==> src/rtl/alu_pkg.sv <==
// Shared opcode map, FSM encoding and sizing helpers for the sequential ALU.
package alu_pkg;

  localparam int unsigned SEL_W   = 5;
  localparam int unsigned STATE_W = 2;

  localparam logic [SEL_W-1:0] OP_ADD  = 5'h00;
  localparam logic [SEL_W-1:0] OP_SUB  = 5'h01;
  localparam logic [SEL_W-1:0] OP_MUL  = 5'h02;
  localparam logic [SEL_W-1:0] OP_DIV  = 5'h03;
  localparam logic [SEL_W-1:0] OP_SHL  = 5'h04;
  localparam logic [SEL_W-1:0] OP_SHR  = 5'h05;
  localparam logic [SEL_W-1:0] OP_ROL  = 5'h06;
  localparam logic [SEL_W-1:0] OP_ROR  = 5'h07;
  localparam logic [SEL_W-1:0] OP_AND  = 5'h08;
  localparam logic [SEL_W-1:0] OP_OR   = 5'h09;
  localparam logic [SEL_W-1:0] OP_NOT  = 5'h0A;
  localparam logic [SEL_W-1:0] OP_XOR  = 5'h0B;
  localparam logic [SEL_W-1:0] OP_NAND = 5'h0C;
  localparam logic [SEL_W-1:0] OP_NOR  = 5'h0D;
  localparam logic [SEL_W-1:0] OP_XNOR = 5'h0E;
  localparam logic [SEL_W-1:0] OP_GT   = 5'h0F;
  localparam logic [SEL_W-1:0] OP_LT   = 5'h10;
  localparam logic [SEL_W-1:0] OP_EQ   = 5'h11;

  localparam logic [STATE_W-1:0] S_IDLE = 2'd0;
  localparam logic [STATE_W-1:0] S_BUSY = 2'd1;
  localparam logic [STATE_W-1:0] S_DONE = 2'd2;

  // Iteration counter must hold the value WIDTH itself.
  function automatic int unsigned cnt_width(input int unsigned width);
    return $clog2(width + 1);
  endfunction

endpackage

==> src/rtl/alu_seq_if.sv <==
// Operand-side and result-side valid/ready bundle of the sequential ALU.
interface alu_seq_if
  import alu_pkg::*;
#(
  parameter int unsigned WIDTH = 8
);
  logic             in_valid;
  logic             in_ready;
  logic [WIDTH-1:0] a;
  logic [WIDTH-1:0] b;
  logic [SEL_W-1:0] sel;
  logic             out_valid;
  logic             out_ready;
  logic [WIDTH-1:0] result;
  logic [WIDTH-1:0] result_hi;
  logic             carry;
  logic             zero;
  logic             div_by_zero;

  modport master (
    output in_valid, a, b, sel, out_ready,
    input  in_ready, out_valid, result, result_hi, carry, zero, div_by_zero
  );

  modport slave (
    input  in_valid, a, b, sel, out_ready,
    output in_ready, out_valid, result, result_hi, carry, zero, div_by_zero
  );
endinterface

==> src/rtl/alu_muldiv_iter.sv <==
// One-bit-per-cycle shift-add multiplier / restoring divider sharing one {hi,lo} shift register.
module alu_muldiv_iter
  import alu_pkg::*;
#(
  parameter int unsigned WIDTH = 8
) (
  input  logic             clk,
  input  logic             rst_n,
  input  logic             start_i,
  input  logic             is_div_i,
  input  logic [WIDTH-1:0] a_i,
  input  logic [WIDTH-1:0] b_i,
  output logic             done_o,
  output logic [WIDTH-1:0] lo_o,
  output logic [WIDTH-1:0] hi_o
);
  localparam int unsigned CNT_W = cnt_width(WIDTH);

  logic [CNT_W-1:0] cnt_q, cnt_d;
  logic [WIDTH-1:0] hi_q, hi_d;
  logic [WIDTH-1:0] lo_q, lo_d;
  logic [WIDTH-1:0] opb_q, opb_d;
  logic             div_q, div_d;
  logic             done_q, done_d;
  logic [WIDTH:0]   mul_sum_c;
  logic [WIDTH:0]   div_trial_c;
  logic             div_ge_c;

  // Next-state: load on start, then WIDTH iterations; done flags the final one.
  always_comb begin
    cnt_d  = cnt_q;
    hi_d   = hi_q;
    lo_d   = lo_q;
    opb_d  = opb_q;
    div_d  = div_q;
    done_d = done_q;

    // MUL: hi accumulates b when the multiplier LSB is set, then {hi,lo} shifts right.
    mul_sum_c   = {1'b0, hi_q} + (lo_q[0] ? {1'b0, opb_q} : {(WIDTH+1){1'b0}});
    // DIV: remainder shifts left pulling in the next dividend bit; subtract if it fits.
    div_trial_c = {hi_q, lo_q[WIDTH-1]};
    div_ge_c    = (div_trial_c >= {1'b0, opb_q});

    if (start_i) begin
      cnt_d  = CNT_W'(WIDTH);
      hi_d   = '0;
      lo_d   = a_i;
      opb_d  = b_i;
      div_d  = is_div_i;
      done_d = 1'b0;
    end else if (cnt_q != '0) begin
      cnt_d = cnt_q - CNT_W'(1);
      if (div_q) begin
        hi_d = div_ge_c ? WIDTH'(div_trial_c - {1'b0, opb_q}) : div_trial_c[WIDTH-1:0];
        lo_d = {lo_q[WIDTH-2:0], div_ge_c};
      end else begin
        hi_d = mul_sum_c[WIDTH:1];
        lo_d = {mul_sum_c[0], lo_q[WIDTH-1:1]};
      end
      if (cnt_q == CNT_W'(1)) begin
        done_d = 1'b1;
      end
    end
  end

  // Iteration registers with synchronous reset.
  always_ff @(posedge clk) begin
    if (!rst_n) begin
      cnt_q  <= '0;
      hi_q   <= '0;
      lo_q   <= '0;
      opb_q  <= '0;
      div_q  <= 1'b0;
      done_q <= 1'b0;
    end else begin
      cnt_q  <= cnt_d;
      hi_q   <= hi_d;
      lo_q   <= lo_d;
      opb_q  <= opb_d;
      div_q  <= div_d;
      done_q <= done_d;
    end
  end

  assign done_o = done_q;
  assign lo_o   = lo_q;
  assign hi_o   = hi_q;

endmodule

==> src/rtl/alu_seq.sv <==
// Handshaked ALU: FSM, single-cycle datapath and registered result/flag outputs.
module alu_seq
  import alu_pkg::*;
#(
  parameter int unsigned WIDTH = 8
) (
  input  logic      clk,
  input  logic      rst_n,
  alu_seq_if.slave  bus
);
  logic [STATE_W-1:0] state_q, state_d;
  logic [WIDTH-1:0]   res_q, res_d;
  logic [WIDTH-1:0]   hi_q, hi_d;
  logic               carry_q, carry_d;
  logic               zero_q, zero_d;
  logic               dbz_q, dbz_d;
  logic               out_valid_q, out_valid_d;
  logic               in_ready_q, in_ready_d;
  logic               is_div_q, is_div_d;

  logic [WIDTH:0]     sum_c;
  logic [WIDTH-1:0]   alu_res_c;
  logic [WIDTH-1:0]   alu_hi_c;
  logic               alu_carry_c;
  logic               alu_dbz_c;
  logic               long_op_c;
  logic               start_c;

  logic               md_done;
  logic [WIDTH-1:0]   md_lo;
  logic [WIDTH-1:0]   md_hi;

  alu_muldiv_iter #(.WIDTH(WIDTH)) u_muldiv (
    .clk     (clk),
    .rst_n   (rst_n),
    .start_i (start_c),
    .is_div_i(bus.sel == OP_DIV),
    .a_i     (bus.a),
    .b_i     (bus.b),
    .done_o  (md_done),
    .lo_o    (md_lo),
    .hi_o    (md_hi)
  );

  // Single-cycle datapath; also covers DIV by zero, which never iterates.
  always_comb begin
    sum_c       = {1'b0, bus.a} + {1'b0, bus.b};
    alu_res_c   = '1;
    alu_hi_c    = '0;
    alu_carry_c = 1'b0;
    alu_dbz_c   = 1'b0;
    long_op_c   = (bus.sel == OP_MUL) || ((bus.sel == OP_DIV) && (bus.b != '0));
    case (bus.sel)
      OP_ADD:  begin alu_res_c = sum_c[WIDTH-1:0]; alu_carry_c = sum_c[WIDTH]; end
      OP_SUB:  begin alu_res_c = bus.a - bus.b; alu_carry_c = (bus.a < bus.b); end
      OP_MUL:  alu_res_c = '0;
      OP_DIV:  begin alu_res_c = '1; alu_hi_c = bus.a; alu_dbz_c = 1'b1; end
      OP_SHL:  begin alu_res_c = {bus.a[WIDTH-2:0], 1'b0}; alu_carry_c = bus.a[WIDTH-1]; end
      OP_SHR:  begin alu_res_c = {1'b0, bus.a[WIDTH-1:1]}; alu_carry_c = bus.a[0]; end
      OP_ROL:  alu_res_c = {bus.a[WIDTH-2:0], bus.a[WIDTH-1]};
      OP_ROR:  alu_res_c = {bus.a[0], bus.a[WIDTH-1:1]};
      OP_AND:  alu_res_c = bus.a & bus.b;
      OP_OR:   alu_res_c = bus.a | bus.b;
      OP_NOT:  alu_res_c = ~bus.a;
      OP_XOR:  alu_res_c = bus.a ^ bus.b;
      OP_NAND: alu_res_c = ~(bus.a & bus.b);
      OP_NOR:  alu_res_c = ~(bus.a | bus.b);
      OP_XNOR: alu_res_c = ~(bus.a ^ bus.b);
      OP_GT:   alu_res_c = WIDTH'(bus.a > bus.b);
      OP_LT:   alu_res_c = WIDTH'(bus.a < bus.b);
      OP_EQ:   alu_res_c = WIDTH'(bus.a == bus.b);
      default: alu_res_c = '1;
    endcase
  end

  // FSM next-state and output-register next values.
  always_comb begin
    state_d  = state_q;
    res_d    = res_q;
    hi_d     = hi_q;
    carry_d  = carry_q;
    zero_d   = zero_q;
    dbz_d    = dbz_q;
    is_div_d = is_div_q;
    start_c  = 1'b0;

    case (state_q)
      S_IDLE: begin
        if (bus.in_valid && in_ready_q) begin
          if (long_op_c) begin
            start_c  = 1'b1;
            is_div_d = (bus.sel == OP_DIV);
            state_d  = S_BUSY;
          end else begin
            res_d   = alu_res_c;
            hi_d    = alu_hi_c;
            carry_d = alu_carry_c;
            zero_d  = (alu_res_c == '0);
            dbz_d   = alu_dbz_c;
            state_d = S_DONE;
          end
        end
      end
      S_BUSY: begin
        if (md_done) begin
          res_d   = md_lo;
          hi_d    = md_hi;
          carry_d = !is_div_q && (|md_hi);
          zero_d  = (md_lo == '0);
          dbz_d   = 1'b0;
          state_d = S_DONE;
        end
      end
      S_DONE: begin
        if (bus.out_ready) begin
          state_d = S_IDLE;
        end
      end
      default: state_d = S_IDLE;
    endcase

    out_valid_d = (state_d == S_DONE);
    in_ready_d  = (state_d == S_IDLE);
  end

  // State and output registers; reset aborts any in-flight operation.
  always_ff @(posedge clk) begin
    if (!rst_n) begin
      state_q     <= S_IDLE;
      res_q       <= '0;
      hi_q        <= '0;
      carry_q     <= 1'b0;
      zero_q      <= 1'b0;
      dbz_q       <= 1'b0;
      is_div_q    <= 1'b0;
      out_valid_q <= 1'b0;
      in_ready_q  <= 1'b1;
    end else begin
      state_q     <= state_d;
      res_q       <= res_d;
      hi_q        <= hi_d;
      carry_q     <= carry_d;
      zero_q      <= zero_d;
      dbz_q       <= dbz_d;
      is_div_q    <= is_div_d;
      out_valid_q <= out_valid_d;
      in_ready_q  <= in_ready_d;
    end
  end

  assign bus.in_ready    = in_ready_q;
  assign bus.out_valid   = out_valid_q;
  assign bus.result      = res_q;
  assign bus.result_hi   = hi_q;
  assign bus.carry       = carry_q;
  assign bus.zero        = zero_q;
  assign bus.div_by_zero = dbz_q;

endmodule

==> src/flat_wrapper.sv <==
// flat-port wrapper written by rule: the top's interface ports become plain ports
module alu_seq_flat import alu_pkg::*;
#(
  parameter int unsigned WIDTH = 8
)
  (clk, rst_n, bus_in_valid, bus_a, bus_b, bus_sel, bus_out_ready, bus_in_ready, bus_out_valid, bus_result, bus_result_hi, bus_carry, bus_zero, bus_div_by_zero);
  alu_seq_if #(.WIDTH(WIDTH)) bus_i ();
  input  logic clk;
  input  logic rst_n;
  input wire logic [$bits(bus_i.in_valid)-1:0] bus_in_valid;
  input wire logic [$bits(bus_i.a)-1:0] bus_a;
  input wire logic [$bits(bus_i.b)-1:0] bus_b;
  input wire logic [$bits(bus_i.sel)-1:0] bus_sel;
  input wire logic [$bits(bus_i.out_ready)-1:0] bus_out_ready;
  output wire logic [$bits(bus_i.in_ready)-1:0] bus_in_ready;
  output wire logic [$bits(bus_i.out_valid)-1:0] bus_out_valid;
  output wire logic [$bits(bus_i.result)-1:0] bus_result;
  output wire logic [$bits(bus_i.result_hi)-1:0] bus_result_hi;
  output wire logic [$bits(bus_i.carry)-1:0] bus_carry;
  output wire logic [$bits(bus_i.zero)-1:0] bus_zero;
  output wire logic [$bits(bus_i.div_by_zero)-1:0] bus_div_by_zero;
  assign bus_i.in_valid = bus_in_valid;
  assign bus_i.a = bus_a;
  assign bus_i.b = bus_b;
  assign bus_i.sel = bus_sel;
  assign bus_i.out_ready = bus_out_ready;
  assign bus_in_ready = bus_i.in_ready;
  assign bus_out_valid = bus_i.out_valid;
  assign bus_result = bus_i.result;
  assign bus_result_hi = bus_i.result_hi;
  assign bus_carry = bus_i.carry;
  assign bus_zero = bus_i.zero;
  assign bus_div_by_zero = bus_i.div_by_zero;
  alu_seq #(.WIDTH(WIDTH)) u_core (.clk(clk), .rst_n(rst_n), .bus(bus_i));
endmodule
==> config.mk <==
export PLATFORM = sky130hd
export DESIGN_NAME = alu_seq_flat
export DESIGN_NICKNAME = d
export VERILOG_FILES = /design/src/rtl/alu_pkg.sv /design/src/rtl/alu_seq_if.sv /design/src/rtl/alu_muldiv_iter.sv /design/src/rtl/alu_seq.sv /design/src/flat_wrapper.sv
export SDC_FILE = /design/constraint.sdc
export NUM_CORES = 1
export LEC_CHECK = 0
export ABC_AREA = 0
export CORE_MARGIN = 8
export CORE_UTILIZATION = 45
export CTS_CLUSTER_SIZE = 40
export DETAILED_ROUTE_END_ITERATION = 16
export PLACE_DENSITY_LB_ADDON = 0.12
export RECOVER_POWER = 100
export SLEW_MARGIN = 40
export SYNTH_ARGS = -nofsm -noshare
export SYNTH_HDL_FRONTEND = slang
export SYNTH_SLANG_ARGS = --single-unit
==> constraint.sdc <==
create_clock -name clk -period 7.3 [get_ports clk]
set_input_delay 1.46 -clock clk [delete_from_list [all_inputs] [get_ports clk]]
set_output_delay 1.46 -clock clk [all_outputs]
set_load 0.05 [all_outputs]
* Word-level counts from Yosys, hierarchy flattened
Index checks and enable logic that the tools add are counted.
** Word-level totals
- Output and inout port bits :: 21
- Input port bits :: 25
- Logic and storage cells :: 116
- Register bits after elaboration :: 54
** Cells by class
- Reductions and logical operators :: 19
- Multiplexer cells :: 40
- Bitwise operators :: 8
- Eq/ne operators :: 25
- Magnitude comparators :: 3
- Add/subtract/negate cells :: 5
** Operators with widths (number)
- 8-bit case mux with 17 select lines :: 1
- 8-bit two-way mux :: 13
- 5-bit by 4-bit == test with 1-bit output, second input constant :: 8
- 8-bit inverter :: 4
- 8-bit case mux with 2 select lines :: 2
- 5-bit by 3-bit == test with 1-bit output, second input constant :: 4
- 8-bit by 8-bit adder with 9-bit output :: 2
- 8-bit logical NOT :: 2
- 8-bit subtractor :: 2
- 1-bit two-way mux :: 13
- 5-bit by 2-bit == test with 1-bit output, second input constant :: 2
- 5-bit == test, second input constant :: 2
- 9-bit by 8-bit >= comparator with 1-bit output :: 1
- 8-bit AND :: 1
- 8-bit == test :: 1
- 8-bit greater-than comparator :: 1
- 8-bit < comparator :: 1
- 2-bit two-way mux :: 4
- 4-bit two-way mux :: 2
- 8-bit OR :: 1
- 8-bit nonzero test :: 1
- 8-bit OR reduction :: 1
- 8-bit bitwise XOR :: 1
- 1-bit case mux with 2 select lines :: 3
- other kinds (21) :: 27

* Longest topological paths before layout
Gate-level depths: netlist of the first run.
- Depth after elaboration :: 7
- Gate-level depth with buffers :: 12
- Mapped depth without buffers :: 11

* By module
From an unflattened synthesis of the first run, not the netlist that was laid out.
** Second synthesis, totals
- Cell total of the unflattened synthesis :: 643
- Area total of the unflattened synthesis :: 5098.6 um^2
** Modules (own cells, without submodules)
- alu_seq :: sequential area each 480.5 um^2, times used 1, cells an instance 390, area an instance 2881.5 um^2
- alu_muldiv_iter :: sequential area each 600.6 um^2, times used 1, cells an instance 253, area an instance 2217.1 um^2

* Worst setup path after synthesis of the first run
Ideal clock, no wire load.
- Kind :: input -> register
- From :: input port bus_a[0]
- To :: register u_core.zero_q (netlist: u_core.bus.zero)
- Arrival time :: 3.599 ns
- Library setup time :: 0.087 ns
- Path slack :: 3.614 ns
- Buffers on the path :: 0
- Cell stages on the path :: 10
- Data required time :: 7.213 ns
- Path through :: inv_1 -> ha_1 -> inv_1 -> fa_1 -> a311o_1 -> a221o_1 -> o21ai_0 -> nand3_1 -> or4_1 -> o31ai_1
** Between the ends
- Cells in the longest elaborated chain, start to end :: 7
- Elaborated cells between the ends (all ways) :: 17
- Those cells by class :: 2 x add/sub; 2 x order compare; 1 x eq/ne; 4 x mux; 7 x bitwise; 1 x reduce/logical
** Ends and longest elaborated chain
- from (decl) :: line flat_wrapper.sv:11 : input wire logic [$bits(bus_i.a)-1:0] bus_a;
- parallel branches: the longest is 2 deep, another holds 8-bit subtractor
- 8-bit case mux with 17 select lines (*) :: line alu_seq.sv:53 : case (bus.sel)
- 8-bit logical NOT (*) :: line alu_seq.sv:98 : zero_d = (alu_res_c == '0);
- 1-bit two-way mux (*) :: line alu_seq.sv:90 : if (long_op_c) begin
- 1-bit two-way mux (*) :: line alu_seq.sv:89 : if (bus.in_valid && in_ready_q) begin
- 1-bit case mux with 2 select lines (*) :: line alu_seq.sv:87 : case (state_q)
- to (signal assigned) :: line alu_seq.sv:143 : zero_q <= zero_d;
- to (decl) :: line alu_seq.sv:15 : logic zero_q, zero_d;
Mark *: on every way between the ends. The select of a mux whose other input is x is not followed.
A chain may end at the register's enable or synchronous reset.

* Worst setup path after layout of the first run
- From :: input port bus_sel[1]
- To :: register u_core.res_q[5] (netlist: u_core.bus.result[5])
** Between the ends
- Cells in the longest elaborated chain, start to end :: 5
- Elaborated cells between the ends (all ways) :: 26
- Those cells by class :: 18 x eq/ne; 4 x mux; 4 x reduce/logical
** Ends and longest elaborated chain
- from (decl) :: line flat_wrapper.sv:13 : input wire logic [$bits(bus_i.sel)-1:0] bus_sel;
- 5-bit == test (tied with other cells) :: line alu_seq.sv:53
- 8-bit case mux with 17 select lines or 1-bit logical AND (tied branches) :: line alu_seq.sv:53, alu_seq.sv:52
- 8-bit two-way mux or 1-bit logical OR (tied branches) :: line alu_seq.sv:90, alu_seq.sv:52
- 8-bit two-way mux or 2-bit != test (tied branches)
- 8-bit case mux with 2 select lines or 4-bit AND reduction (tied branches)
- to (signal assigned) :: line alu_seq.sv:140 : res_q <= res_d;
- to (decl) :: line alu_seq.sv:12 : logic [WIDTH-1:0] res_q, res_d;
Parallel ways exist; a longest one is shown, timed or not. The select of a mux whose other input is x is not followed.

==> out/results.txt, run 1 <==
Routed wire length = 17.4 mm
Die area = 14900 sq um
Critical setup path kind = input port to register
Number of buffers created by CTS = 5
Worst clock skew on the final layout = 9.38 ps
Max Cap Viol = 0
CTS tree = built
Most repeated library cell on the critical path = sky130_fd_sc_hd__a21oi_1
Clock latency on the worst-skew pair = 300 ps
Required time at the worst-slack endpoint = 7480 ps
Number of antenna violations at the first check in global routing = 0
Worst min path class = register to register
Height of the die = 122 um
Fraction of the mapped netlist area in compound gates = 26.7%
Total of cells resized after clock tree synthesis = 0
Port-buffer cells = 45
Largest net degree at the start of global routing = 39
Routed wire length on met3 = 1.55 mm
Number of top-level design ports = 46
Initial standard-cell utilization of the core = 46.4%
Slowest cell on crit path = sky130_fd_sc_hd__a21oi_1
Worst setup EP type = register
Nets = 763
Wire length of the first global-routing pass = 27.9 mm
Largest area contributor in the netlist = sky130_fd_sc_hd__dfxtp_1
Slew margin rel. = 1.90%
Number of buffers inserted by post-CTS setup repair = 0
Total track usage = 23.5%
Post-route antenna net violation count = 0
Synth Cell Area = 5080 sq um
Run status = finished clean
DRC violation total after the first TritonRoute iteration = 507
Number of max-slew violations in the final report = 0
Final estimated routing congestion in global placement = 0.951
Aggregate global routing overflow = 0
WL/cell = 21.0 um
Count of final hold-check violations = 0
Unrepaired setup endpoints after global routing = no
DRC violation count after routing = 0
Critical Path Source Type = input port
Sequential cell area fraction in the yosys report = 21.3%
Die width = 122 um
Post-route clock period utilization = 70.3%
Clock Sinks = 54
Maximum net fanout on the critical path = 19
Number of cells on the critical path = 8
Most instantiated library cell after synthesis = sky130_fd_sc_hd__nor2_1
Number of rows in the core area = 38
Worst path cell trace = dlygate4sd3_1, or4b_2, a31oi_1, and2b_1, a21oi_1, nor2_1, o21ai_0, a21oi_1
Worst ir drop on vdd = 153 uV
Commonest cells post-synth = 79 x sky130_fd_sc_hd__nor2_1, 54 x sky130_fd_sc_hd__dfxtp_1, 48 x sky130_fd_sc_hd__inv_1
Min setup slack post-route = 2170 ps
Mapped Cells = 676
Number of filler instances in the final layout = 1074
Path depth of the worst reg2reg path = 9
Reg-to-reg startpoint = u_core.u_muldiv.opb_q[1]
Half-perimeter wire length of the detailed placement result = 13.1 mm
Total of flip-flops plus latches after synthesis = 54
Post-synthesis mux area share = 4.61%
Highest Clock Rate = 195 MHz
Pwr per Cell Area = 267 nW/um^2
Clk buf depth = 2
Clock slew at the register clock pins of the worst setup and hold paths = 70 ps
Syn_area_per_cell = 7.51 sq um
Combinational family with the most area after synthesis = compound AO/OA/AOI/OAI gates
Post-synth EDFFs = 0
Transition time of the tightest slew-check pin = 1470 ps
Final critical delay including setup and external delays = 5130 ps
Final setup violation count = 0
Uppermost metal layer occupied by signal nets = met4
Net count after synthesis = 748
Leading register cell type out of synthesis = sky130_fd_sc_hd__dfxtp_1
Number of vias in the routed layout = 5263
CP Buf/Inv Count = 1
Asr flop ratio synth = 0%
Fraction of the mapped netlist area in simple logic gates = 25.3%
Count of distinct cell types in the synthesized netlist = 71
Worst slack at placement = 2480 ps
Lkg Pwr = 2.26 nW
Worst EP arrival = 5310 ps
Metal-1 WL = 8.14 mm
Cell at the root of the clock tree = sky130_fd_sc_hd__clkbuf_16
Fraction of final layout cells with drive strength greater than 1 = 6.07%
Top cell type's share of synthesized area = 21.3%
Yosys warnings = 0
Routed wire length on met2 = 7.40 mm
Number of cells traversed by the worst hold path = 2
CP delay by family, top = compound AO/OA/AOI/OAI gates
Vias/cell = 6.33
Launching element of the worst setup path = bus_sel[1]
Count of hold-fix buffers inserted at cts = 0
Adder-cell area share of the yosys netlist = 12.2%
Layout Area Growth over Synthesis = 12.9%
DRT Pass-1 Iters = 5
Number of global-route vias before repair = 4921
Diode count = 0
Post-synthesis share of cell area spent on xor and xnor gates = 2.07%
Setup tns final = 0 ps
Hold_sp = u_core.bus.result[3]
H-Tree Depth = 2
Top cells by area in the synthesized netlist = sky130_fd_sc_hd__dfxtp_1 21%, sky130_fd_sc_hd__ha_1 11%, sky130_fd_sc_hd__nor2_1 5.8%, sky130_fd_sc_hd__mux2i_1 3.9%, sky130_fd_sc_hd__a21oi_1 3.8%
Core outline area = 10900 sq um
Largest incremental delay on the critical path = 1120 ps
## cells by family after synthesis
| logic type | after synthesis |
|---|---|
| AO/OA/AOI/OAI | 191 |
| multiplexers | 23 |
| flip-flops | 54 |
| XOR/XNOR | 12 |
| adder cells (fa/ha/maj) | 47 |
| buffers and inverters | 94 |
| AND/OR/NAND/NOR | 255 |
## per-stage QoR
stage	cells	area, sq um	utilization, %	hold WS [ps]	power (W)
floorplan	676	5080	-	450	0.00104
global placement	824	5560	50.8	438	0.00123
detailed placement	824	5560	50.9	445	0.00124
CTS	832	5730	52.4	454	0.00152
global route	832	5730	52.4	471	0.00164
finish	832	5730	52.4	450	0.00153
## cells in the final DEF (no fill, tap or decap), types with 6 or more instances in the layout
master	synthesis	layout
sky130_fd_sc_hd__nor2_1	79	79
sky130_fd_sc_hd__dfxtp_1	54	54
sky130_fd_sc_hd__inv_1	48	48
sky130_fd_sc_hd__nand2_1	45	44
sky130_fd_sc_hd__ha_1	43	43
sky130_fd_sc_hd__a21oi_1	39	40
sky130_fd_sc_hd__o21ai_0	28	28
sky130_fd_sc_hd__nor3_1	24	24
sky130_fd_sc_hd__nand3_1	22	22
sky130_fd_sc_hd__clkdlybuf4s50_1	0	22
sky130_fd_sc_hd__dlygate4sd3_1	0	22
sky130_fd_sc_hd__mux2i_1	20	20
sky130_fd_sc_hd__nand2b_1	16	16
sky130_fd_sc_hd__a211oi_1	14	14
sky130_fd_sc_hd__o211ai_1	12	12
sky130_fd_sc_hd__nor4_1	11	11
sky130_fd_sc_hd__a21o_1	11	11
sky130_fd_sc_hd__and2_1	12	11
sky130_fd_sc_hd__xnor2_1	10	10
sky130_fd_sc_hd__nand4_1	8	8
sky130_fd_sc_hd__a31oi_1	8	8
sky130_fd_sc_hd__a221oi_1	8	8
sky130_fd_sc_hd__buf_4	4	8
sky130_fd_sc_hd__nor2b_1	8	7
sky130_fd_sc_hd__o22ai_1	7	7
sky130_fd_sc_hd__o31ai_1	6	6
## worst register-to-register path, cell delays in order, from the launching register on
cell	delay (ps)
sky130_fd_sc_hd__dfxtp_1	390
sky130_fd_sc_hd__inv_1	90
sky130_fd_sc_hd__ha_1	300
sky130_fd_sc_hd__nor2b_1	130
sky130_fd_sc_hd__o21a_1	190
sky130_fd_sc_hd__o21ai_0	270
sky130_fd_sc_hd__a21oi_1	200
sky130_fd_sc_hd__a31oi_2	590
sky130_fd_sc_hd__mux2_2	400
sky130_fd_sc_hd__a31oi_1	160
## final timing paths
path                                                 to  slack (ps)
worst max-delay path               u_core.bus.result[5]        2170
worst min-delay path               u_core.bus.result[3]         450
worst max register to register  u_core.u_muldiv.hi_o[5]        4510
worst min register to register     u_core.bus.result[3]         450
## state kept, by name, summed over array words and instances, names as in the netlist, 2 cells and up
signal / cells
u_core.u_muldiv.lo_o: 8
u_core.u_muldiv.hi_o: 8
u_core.state_q: 2
u_core.u_muldiv.cnt_q: 4
u_core.bus.result: 8
u_core.u_muldiv.opb_q: 8
u_core.bus.result_hi: 8
## layer usage
metal,vias to the layer above,track usage (%)
met4,0,5.71
met1,2500,33.9
li1,2496,-
met2,235,34.7
met5,-,0
met3,32,5.24
## power by group
part	internal [W]	switching, W	leakage (nW)	total (W)
clock network	0.000164	0.000118	0.0844	0.000281
logic	0.000329	0.000480	1.73	0.000809
registers	0.000356	0.0000818	0.443	0.000438
total	0.000849	0.000679	2.26	0.00153
## layout make-up
class / count / area (sq um) / area share, %
Tap cell: 140 / 175 / 3.06
Sequential cell: 54 / 1080 / 18.9
Timing Repair Buffer: 53 / 505 / 8.82
Inverter: 49 / 184 / 3.21
Multi-Input combinational cell: 528 / 3610 / 63.1
Clock inverter: 3 / 47.5 / 0.829
Clock buffer: 5 / 125 / 2.18
No activity file was read; power rests on OpenSTA's default activity.
==> run 2: changes to the inputs <==
- clock period: 7.3 -> 4.3 ns (I/O delays scaled with it)
==> out/results.txt, run 2 (synthesis results as in run 1) <==
Largest net degree at the start of global routing = 31 (-21%)
Post-route worst hold slack = 452 ps (+2.66 ps)
Aggregate global routing overflow = 0 (unchanged)
Fraction of final layout cells with drive strength greater than 1 = 9.17% (+3.1 points)
Commonest cells after routing, fill and taps aside = 79 x sky130_fd_sc_hd__nor2_1, 53 x sky130_fd_sc_hd__dfxtp_1, 48 x sky130_fd_sc_hd__inv_1
R2R Path End = u_core.u_muldiv.hi_o[5]
Height of the die = 122 um (unchanged)
Area used by sequential logic in the layout = 1080 sq um (+0.12%)
Clock Sinks = 54 (unchanged)
Clock slew at the register clock pins of the worst setup and hold paths = 70 ps (about the same)
Critical Path Source Type = input port
Pwr per Cell Area = 439 nW/um^2 (+65%)
Total track usage = 23.6% (+0.082 points)
Clock latency on the worst-skew pair = 300 ps (about the same)
Unrepaired setup endpoints after global routing = no
Slew margin rel. = 32.2% (+30 points)
Half-perimeter wire length of the detailed placement result = 13.8 mm (+5.6%)
Worst slack at placement = 107 ps (-2370 ps)
Post-route antenna net violation count = 0 (unchanged)
Die width = 122 um (unchanged)
Most repeated library cell on the critical path = sky130_fd_sc_hd__inv_1
Minimum setup slack among reg-to-reg paths = 1350 ps (-3160 ps)
Wire length of the first global-routing pass = 27.9 mm (-0.15%)
Count of final hold-check violations = 0 (unchanged)
Number of buffers inserted by post-CTS setup repair = 0 (unchanged)
Final setup violation count = 0 (unchanged)
Most frequent standard cell in the layout excluding fill and tap cells = sky130_fd_sc_hd__nor2_1
Worst ir drop on vdd = 539 uV (+250%)
Count of hold-fix buffers inserted at cts = 0 (unchanged)
Multi-input logic area = 3610 sq um (-0.14%)
Number of buffers created by CTS = 5 (unchanged)
Setup tns final = 0 ps (unchanged)
Worst min path class = register to register
End of the worst hold path = u_core.bus.result[4]
Port-buffer cells = 45 (unchanged)
Number of top-level design ports = 46 (unchanged)
Critical setup path kind = input port to register
Number of antenna violations at the first check in global routing = 0 (unchanged)
DRC violation count after routing = 0 (unchanged)
Min setup slack post-route = 252 ps (-1920 ps)
Final estimated routing congestion in global placement = 0.956 (+0.52%)
Number of max-slew violations in the final report = 0 (unchanged)
Net switching power of the design = 0.00116 W (+70%)
Slowest cell on crit path = sky130_fd_sc_hd__dlygate4sd3_1
Part of the power in combinational logic = 53.7% (+0.8 points)
Lkg Pwr = 2.38 nW (+5.3%)
Cell at the root of the clock tree = sky130_fd_sc_hd__clkbuf_16
Worst setup EP type = register
Core outline area = 10900 sq um (unchanged)
Run status = finished clean
Final critical delay including setup and external delays = 4050 ps
Worst clock skew on the final layout = 5.94 ps (-3.45 ps)
Number of vias in the routed layout = 5333 (+1.3%)
Cell-internal power = 0.00145 W (+71%)
Launching element of the worst setup path = bus_a[0]
Reg-to-reg startpoint = u_core.u_muldiv.opb_q[1]
Routed wire length = 17.7 mm (+1.3%)
Total of cells resized after clock tree synthesis = 0 (unchanged)
WL/cell = 20.6 um (-2.0%)
H-Tree Depth = 2 (unchanged)
Register share of total power = 28.5% (-0.2 points)
Die area = 14900 sq um (unchanged)
Initial standard-cell utilization of the core = 46.4% (unchanged)
Nets = 792 (+3.8%)
Transition time of the tightest slew-check pin = 1010 ps (-463 ps)
Worst path cell trace = dlygate4sd3_1, inv_1, ha_1, inv_1, fa_1, a311o_1, a211oi_2, mux2_1, nand3_1, or4_1, o31ai_1
Clk buf depth = 2 (unchanged)
DRT Pass-1 Iters = 8 (+3)
Post-route clock period utilization = 94.1%
Hold_sp = u_core.bus.result[4]
Worst EP arrival = 4260 ps (-1050 ps)
Number of cells traversed by the worst hold path = 2 (unchanged)
Max Cap Viol = 0 (unchanged)
Number of global-route vias before repair = 4891 (-0.61%)
Number of filler instances in the final layout = 1097 (+2.1%)
CTS tree = built
Proportion of total power due to net switching = 44.3% (-0.14 points)
Proportion of power drawn by the clock network = 17.7% (-0.7 points)
Vias/cell = 6.20 (-2.0%)
Largest incremental delay on the critical path = 640 ps (-480 ps)
Number of rows in the core area = 38 (unchanged)
Diode count = 0 (unchanged)
Maximum net fanout on the critical path = 6 (-13)
Required time at the worst-slack endpoint = 4510 ps (-2970 ps)
DRC violation total after the first TritonRoute iteration = 512 (+0.99%)
Path depth of the worst reg2reg path = 9 (unchanged)
Layout Area Growth over Synthesis = 17.0%
Highest Clock Rate = 247 MHz
## run 2: cell types whose count changed in the layout (fill, tap and decap cells not counted), sizes merged
cell,previous run,this run
inv,50,49
buf,9,34
clkbuf,5,8
dlygate4sd3,22,23
## run 2: power by group through the flow
stage / Combinational [W] / Clock, W / Sequential, W
after floorplan: 0.000998 / 0 / 0.000767
after global routing: 0.00154 / 0.000487 / 0.000764
after global placement: 0.00136 / 0 / 0.000755
final: 0.00140 / 0.000464 / 0.000745
after CTS: 0.00140 / 0.000467 / 0.000745
after detailed placement: 0.00139 / 0 / 0.000755
## run 2: how the worst max path moves through the flow
stage | slack (ps) | end | cells after the start
2_1_floorplan | 1210 | u_core.bus.zero | 10
3_3_place_gp | 90 | u_core.bus.zero | 11
3_5_place_dp | 110 | u_core.bus.zero | 11
5_1_grt | 150 | u_core.bus.zero | 11
4_1_cts | 420 | u_core.bus.zero | 11
6_report | 250 | u_core.bus.zero | 11
## run 2: metal layers
layer  vias to the layer above  track usage (%)  wire length (um)
li1                       2550                -                 -
met1                      2534             35.1              8390
met2                       234             34.8              7470
met3                        15             4.82              1700
met4                         0             3.20               108
met5                         -                0                 0
## run 2: cell type report
type                       count  share of cell area (%)
multi-input combinational    528                    60.7
sequential                    54                    18.2
timing repair buffer          82                    12.3
inverter                      49                    3.09
tap                          140                    2.95
clock buffer                   5                    2.10
clock inverter                 2                   0.652
## run 2: critical path: cells and delay by family
family,cells,cell delay [ps]
mux,1,280
buf+inv,3,880
simple gates,2,590
fa+ha+maj,2,630
compound gates,3,1030
## run 2: through the flow
stage | instances | instance area (sq um) | total power [W] | util, %
4_1_cts | 860 | 5960 | 0.00261 | 54.5
6_report | 860 | 5940 | 0.00261 | 54.4
5_1_grt | 860 | 5940 | 0.00279 | 54.4
2_1_floorplan | 676 | 5080 | 0.00176 | -
3_5_place_dp | 853 | 5800 | 0.00215 | 53.0
3_3_place_gp | 853 | 5790 | 0.00212 | 52.9
==> run 3: changes to the inputs <==
- CTS_CLUSTER_DIAMETER: unset -> 40
==> results of run 3 <==
Final layout, timing and power as in run 2 (identical DEF).
